## src/rtl/branch_resolve_unit.sv

```systemverilog
// Execute-stage branch resolver: decides branch/jump direction, detects mispredicts, issues a
// registered flush/redirect and maintains the 2-bit saturating branch history table.
module branch_resolve_unit #(
  parameter int unsigned WIDTH   = 32,
  parameter int unsigned BHT_IDX = 4
) (
  input  logic             clk_i,
  input  logic             rst_i,
  input  logic [WIDTH-1:0] if_pc_i,
  output logic             if_pred_taken_o,
  input  logic             ex_valid_i,
  input  logic             ex_is_branch_i,
  input  logic             ex_is_jump_i,
  input  logic [2:0]       ex_funct3_i,
  input  logic [WIDTH-1:0] ex_pc_i,
  input  logic             ex_pred_taken_i,
  input  logic [WIDTH-1:0] ex_pred_target_i,
  input  logic [WIDTH-1:0] ex_target_i,
  input  logic             z_flag_i,
  input  logic             o_flag_i,
  output logic             flush_o,
  output logic [WIDTH-1:0] redirect_pc_o,
  output logic [15:0]      mispredict_cnt_o
);

  localparam int unsigned BhtEntries = 2 ** BHT_IDX;

  logic [1:0]         bht_q [BhtEntries];
  logic [1:0]         bht_d [BhtEntries];
  logic               flush_q, flush_d;
  logic [WIDTH-1:0]   redirect_q, redirect_d;
  logic [15:0]        cnt_q, cnt_d;

  logic [BHT_IDX-1:0] if_idx, ex_idx;
  logic               act;
  logic               br_taken, br_legal;
  logic               taken, tgt_mismatch, mispredict, bht_upd;
  logic               unused_pc_bits;

  assign if_idx          = if_pc_i[BHT_IDX+1:2];
  assign ex_idx          = ex_pc_i[BHT_IDX+1:2];
  assign if_pred_taken_o = bht_q[if_idx][1];
  assign unused_pc_bits  = ^{if_pc_i[WIDTH-1:BHT_IDX+2], if_pc_i[1:0]};

  // Wrong-path instruction sitting in EX during a flush cycle is ignored entirely.
  assign act = ex_valid_i & ~flush_q;

  always_comb begin
    br_taken = 1'b0;
    br_legal = 1'b1;
    case (ex_funct3_i)
      3'b000:          br_taken = z_flag_i;
      3'b001:          br_taken = ~z_flag_i;
      3'b100, 3'b110:  br_taken = o_flag_i;
      3'b101, 3'b111:  br_taken = ~o_flag_i;
      default:         br_legal = 1'b0;
    endcase
  end

  always_comb begin
    taken        = ex_is_jump_i | (ex_is_branch_i & br_taken);
    tgt_mismatch = (ex_pred_target_i != ex_target_i);
    mispredict   = 1'b0;
    if (act) begin
      if (ex_is_jump_i) begin
        mispredict = ~ex_pred_taken_i | tgt_mismatch;
      end else if (ex_is_branch_i) begin
        mispredict = (br_taken != ex_pred_taken_i) |
                     (br_taken & ex_pred_taken_i & tgt_mismatch);
      end
    end
    bht_upd = act & ex_is_branch_i & ~ex_is_jump_i & br_legal;
  end

  always_comb begin
    flush_d    = mispredict;
    redirect_d = redirect_q;
    cnt_d      = cnt_q;
    if (mispredict) begin
      redirect_d = taken ? ex_target_i : ex_pc_i + WIDTH'(4);
      if (cnt_q != 16'hFFFF) begin
        cnt_d = cnt_q + 16'd1;
      end
    end
  end

  always_comb begin
    bht_d = bht_q;
    if (bht_upd) begin
      if (br_taken && bht_q[ex_idx] != 2'b11) begin
        bht_d[ex_idx] = bht_q[ex_idx] + 2'b01;
      end else if (!br_taken && bht_q[ex_idx] != 2'b00) begin
        bht_d[ex_idx] = bht_q[ex_idx] - 2'b01;
      end
    end
  end

  always_ff @(posedge clk_i) begin
    if (rst_i) begin
      flush_q    <= 1'b0;
      redirect_q <= '0;
      cnt_q      <= '0;
      for (int unsigned i = 0; i < BhtEntries; i++) begin
        bht_q[i] <= 2'b01;
      end
    end else begin
      flush_q    <= flush_d;
      redirect_q <= redirect_d;
      cnt_q      <= cnt_d;
      bht_q      <= bht_d;
    end
  end

  assign flush_o          = flush_q;
  assign redirect_pc_o    = redirect_q;
  assign mispredict_cnt_o = cnt_q;

endmodule

```

## config.mk

```make
export PLATFORM = sky130hd
export DESIGN_NAME = branch_resolve_unit
export DESIGN_NICKNAME = d
export VERILOG_FILES = /design/src/rtl/branch_resolve_unit.sv
export SDC_FILE = /design/constraint.sdc
export NUM_CORES = 1
export LEC_CHECK = 0
export ABC_AREA = 1
export BUFFER_PORTS_ARGS = -buffer_cell sky130_fd_sc_hd__buf_4
export CORE_MARGIN = 4
export CORE_UTILIZATION = 45
export DETAILED_ROUTE_END_ITERATION = 10
export PLACE_DENSITY = 0.79
export RECOVER_POWER = 100
export SETUP_SLACK_MARGIN = 0.05
export SLEW_MARGIN = 20
export SYNTH_ARGS = -nofsm -noshare
export SYNTH_HDL_FRONTEND = slang
export SYNTH_SLANG_ARGS = --single-unit
```

## constraint.sdc

```tcl
create_clock -name clk_i -period 3.2 [get_ports clk_i]
set_input_delay 0.32 -clock clk_i [delete_from_list [all_inputs] [get_ports clk_i]]
set_output_delay 0.32 -clock clk_i [all_outputs]
set_load 0.03 [all_outputs]
```

==> results.txt <==
The run finished with clean final reports. The full die area came out at around 15000 sq um. Counting the buffers created by CTS gives 9. The first-pass GRT wire length is slightly above 30 mm. The critical-path maximum fanout is 17. The count of vias placed by the detailed router came out at 7072. The clock tree synthesis step divided the H-tree into 3 levels. The number of setup buffers added after CTS came out at 0. The detail route stage leaves a number of antenna-violating nets equal to 0. After synthesis the cells add up to 6036 sq um. Traced cell by cell, the critical path runs through buf_4 -> inv_2 -> nand2_1 -> a32o_1 -> nand2_1 -> nand4_1 -> ha_1 -> o21ai_0 -> and2_0 -> nand2_1 -> nor2_1 -> o21ai_0 -> a21oi_1. The largest single stage delay on the critical path is around 0.29 ns. Registers take 1622 sq um.

The number of distinct library cell variants in the gate-level netlist after synthesis came out at 42. In the final layout, the multi-input gates occupy between 3000 and 4000 sq um. The startpoint identified for the worst register-to-register timing path is bht_q[13]. The cell count of the worst reg-to-reg path came out at 15.

The number of resized instances in the post-cts repair step is 0. The worst hold path belongs to the class primary input to flop. The antenna cell count came out at 0. The final core area utilization is between 50% and 60%. The number of max-slew violations in the final report is 0.

The average cell area after synthesis is about 5.8 sq um. The first-pass detailed-route iteration total is 5. The overall fraction of global-route tracks in use came out at between 20 and 30%. The pin count of the biggest net entering global routing came out at 47. The initial antenna violation count came out at 0. The total nets after synthesis came out at 1185. The power density over the cells is ~400 nW/um^2.

The die is 123.8 um wide. The critical register-to-register path endpoint is bht_q[1]. The layout cell share with drive strength beyond 1 came out at roughly an eighth. The share of the cycle needed by the critical path after routing is about four fifths. The clock slew seen by the registers of the worst setup and hold paths is ~0.060 ns. The share of synthesized area occupied by flip-flops and latches came out at between 20% and 30%. The clock sink total is 81.

The first element of the critical path is ex_pc_i[2]. The final design instance area without fill is between 7000 and 8000 sq um. The standard cell core area came out at ~13000 sq um.

The detailed-route DRC error count came out at 0. The routed via count divided by cell count is between 5 and 6. In this design, the critical path's most frequently occurring cell is sky130_fd_sc_hd__nand2_1. The mean routed wirelength per cell is 14.65 um. The final-report hold violation count is 0. After routing, the total negative slack on setup checks comes to 0 ns. The final global-route overflow total came out at 0.

The peak supply drop came out at between 0.2 and 0.3 mV. The maximum clock path buffer count came out at 2. The required time of the worst setup path is 3.47 ns. Counting I/O delays and the setup requirement, the final critical path takes 2.566 ns. Following the worst setup path forward leads to its endpoint at bht_q[1].

The synthesized netlist cell count came out at slightly above 1000. The count of buffers from port buffering came out at 160. The warning count from the yosys run is 0. The cell leakage power came out at between 3 and 4 nW. After floorplanning, the core was divided into 42 placement rows. The top-level port count came out at around 190.

The CTS root buffer is sky130_fd_sc_hd__clkbuf_16. Setup repair after global routing left no endpoint under its margin. The detailed router finished its first iteration with between 500 and 600 violations. The congestion estimate from routability-driven global placement came to around 0.94. The actual transition at the worst max-transition pin is 1.230 ns. The initial core utilization came out at 45.76%. Relative to the synthesized area, the layout overhead comes to 23.11%. At the end of the flow, the number of nets in the layout was 1331.

The number of max-cap violations is 0. Static timing analysis puts the maximum clock frequency at about 390 MHz. The worst setup path is launched from a primary input. The via count of the first global-routing pass came out at between 6000 and 7000. STA puts the critical path data arrival time at 2.84 ns. The critical-path cell with the highest stage delay is sky130_fd_sc_hd__inv_2. The worst-case clock skew came out at between 0.005 and 0.006 ns. The die is about 120 um tall.

The number of storage elements in the synthesis netlist came out at about 80. After filler insertion, the fill cell instance count of the layout stands at roughly 1400. The clock insertion delay at the later pin of the skew report is around 0.35 ns. The placed cell area is 7346 sq um. Setup violations remaining at the end of the flow were counted as 0. The normalized max-slew margin came out at a little under a fifth. The wire-length estimate of the detail-placed layout is 15.75 mm. TritonCTS built the clock tree.

The worst setup path is of the primary input to flop kind. The count of hold buffers inserted by post-cts repair came out at 0. The routed design has roughly 20 mm of wire.

Across all register-to-register paths, the minimum setup slack is approximately 0.78 ns. The endpoint type of the worst setup path is a flop.
==> area by class of cell <==
cell class                 count  share of cell area, %
multi-input combinational    786                  49.47
sequential                    81                  21.82
timing repair buffer         169                  14.35
inverter                     138                  7.005
clock buffer                  10                  3.216
tap                          176                  2.963
clock inverter                 6                  1.179
==> cell families (layout without fill, tap and decap cells) <==
| kind of cell | Yosys count | after routing | share of synthesized area [%] |
|---|---|---|---|
| AOI/OAI and AO/OA | 155 | 155 | 13.93 |
| muxes | 4 | 4 | 0.6634 |
| DFF | 81 | 81 | 26.87 |
| buffers and inverters | 172 | 323 | 11.71 |
| xor gates and xnor gates | 21 | 21 | 3.047 |
| and+or+nand+nor | 599 | 599 | 42.33 |
| adders and majority gates | 7 | 7 | 1.451 |
==> cells in the mapped netlist <==
library cell | number | area [sq um]
sky130_fd_sc_hd__nand2_1 | 325 | 1220
sky130_fd_sc_hd__nor2_1 | 144 | 540.5
sky130_fd_sc_hd__inv_1 | 131 | 491.7
sky130_fd_sc_hd__o21ai_0 | 90 | 450.4
sky130_fd_sc_hd__dfxtp_1 | 81 | 1622
sky130_fd_sc_hd__nand3_1 | 58 | 290.3
sky130_fd_sc_hd__a21oi_1 | 37 | 185.2
sky130_fd_sc_hd__nand4_1 | 26 | 162.7
sky130_fd_sc_hd__nor3_1 | 15 | 75.07
sky130_fd_sc_hd__buf_2 | 14 | 70.07
sky130_fd_sc_hd__clkbuf_1 | 11 | 41.29
sky130_fd_sc_hd__o21ai_1 | 11 | 55.05
sky130_fd_sc_hd__xor2_1 | 11 | 96.34
sky130_fd_sc_hd__xnor2_1 | 10 | 87.58
sky130_fd_sc_hd__a21oi_2 | 7 | 61.31
sky130_fd_sc_hd__ha_1 | 7 | 87.58
sky130_fd_sc_hd__buf_4 | 5 | 37.54
sky130_fd_sc_hd__inv_2 | 5 | 18.77
sky130_fd_sc_hd__nand2_2 | 5 | 31.28
sky130_fd_sc_hd__or2_2 | 5 | 31.28
sky130_fd_sc_hd__a32o_1 | 4 | 40.04
sky130_fd_sc_hd__mux2i_1 | 4 | 40.04
sky130_fd_sc_hd__buf_6 | 3 | 33.78
sky130_fd_sc_hd__nor3_2 | 3 | 30.03
sky130_fd_sc_hd__nor4_1 | 3 | 18.77
sky130_fd_sc_hd__o211ai_1 | 3 | 22.52
sky130_fd_sc_hd__or2_1 | 3 | 18.77
sky130_fd_sc_hd__nand2_4 | 2 | 22.52
sky130_fd_sc_hd__nor2_2 | 2 | 12.51
sky130_fd_sc_hd__nor3_4 | 2 | 32.53
sky130_fd_sc_hd__and2_1 | 1 | 6.260
sky130_fd_sc_hd__buf_1 | 1 | 3.750
sky130_fd_sc_hd__clkinv_1 | 1 | 3.750
sky130_fd_sc_hd__inv_4 | 1 | 6.260
sky130_fd_sc_hd__nand3_2 | 1 | 10.01
sky130_fd_sc_hd__nand4_2 | 1 | 12.51
sky130_fd_sc_hd__nor4_2 | 1 | 12.51
sky130_fd_sc_hd__nor4_4 | 1 | 21.27
sky130_fd_sc_hd__o211a_1 | 1 | 10.01
sky130_fd_sc_hd__o21ai_2 | 1 | 8.760
sky130_fd_sc_hd__o31ai_1 | 1 | 7.510
sky130_fd_sc_hd__or2_0 | 1 | 6.260
==> layer usage <==
layer | part of all wire, % | track usage, % | vias to the layer above
li1 | - | - | 3597
met3 | 9.7 | 4.859 | 43
met2 | 46 | 42.45 | 305
met1 | 41 | 32.89 | 3127
met5 | 0 | 0 | -
met4 | 3.1 | 9.896 | 0
==> critical path, delay by kind of cell <==
| kind | cells | cell delay (ns) |
|---|---|---|
| and+or+nand+nor | 6 | 1.11 |
| AOI/OAI and AO/OA | 4 | 0.68 |
| buffers and inverters | 2 | 0.46 |
| adders and majority gates | 1 | 0.25 |
==> worst min-delay path by stage <==
stage                       from                   to  slack (ns)  cells after the start
6_report                   rst_i    redirect_pc_o[25]        0.29                      2
5_1_grt                    rst_i  mispredict_cnt_o[6]        0.31                      2
4_1_cts                    rst_i    redirect_pc_o[25]        0.30                      2
3_5_place_dp   redirect_pc_o[27]    redirect_pc_o[27]        0.46                      2
3_3_place_gp   redirect_pc_o[29]    redirect_pc_o[29]        0.45                      2
2_1_floorplan               flop                 flop        0.45                      2
==> per-stage QoR <==
stage,std cells,hold WS (ns),power (W),setup slack [ns]
5_1_grt,1366,0.3091,0.003051,0.3049
6_report,1366,0.2948,0.002920,0.6339
3_3_place_gp,1350,0.4517,0.001818,0.5479
3_5_place_dp,1350,0.4566,0.001827,0.4707
4_1_cts,1366,0.2958,0.002970,0.7630
2_1_floorplan,1039,0.4537,0.001523,0.7712
==> power breakdown <==
group / leakage [nW] / internal (W) / total [W] / switching [W]
Sequential: 0.660 / 0.00105 / 0.00107 / 0.0000221
Clock: 0.163 / 0.000707 / 0.00115 / 0.000440
Combinational: 2.75 / 0.000242 / 0.000704 / 0.000462
Total: 3.57 / 0.00200 / 0.00292 / 0.000924
==> placed cells by master (no fill, tap or decap), types with 10 or more instances in the layout <==
| cell type | netlist | routed |
|---|---|---|
| sky130_fd_sc_hd__a21oi_1 | 37 | 41 |
| sky130_fd_sc_hd__buf_4 | 5 | 113 |
| sky130_fd_sc_hd__clkbuf_1 | 11 | 54 |
| sky130_fd_sc_hd__dfxtp_1 | 81 | 81 |
| sky130_fd_sc_hd__inv_1 | 131 | 131 |
| sky130_fd_sc_hd__nand2_1 | 325 | 328 |
| sky130_fd_sc_hd__nand3_1 | 58 | 58 |
| sky130_fd_sc_hd__nand4_1 | 26 | 27 |
| sky130_fd_sc_hd__nor2_1 | 144 | 144 |
| sky130_fd_sc_hd__nor3_1 | 15 | 16 |
| sky130_fd_sc_hd__o21ai_0 | 90 | 97 |
| sky130_fd_sc_hd__xnor2_1 | 10 | 10 |
| sky130_fd_sc_hd__xor2_1 | 11 | 11 |
No activity file was read; power rests on OpenSTA's default activity.
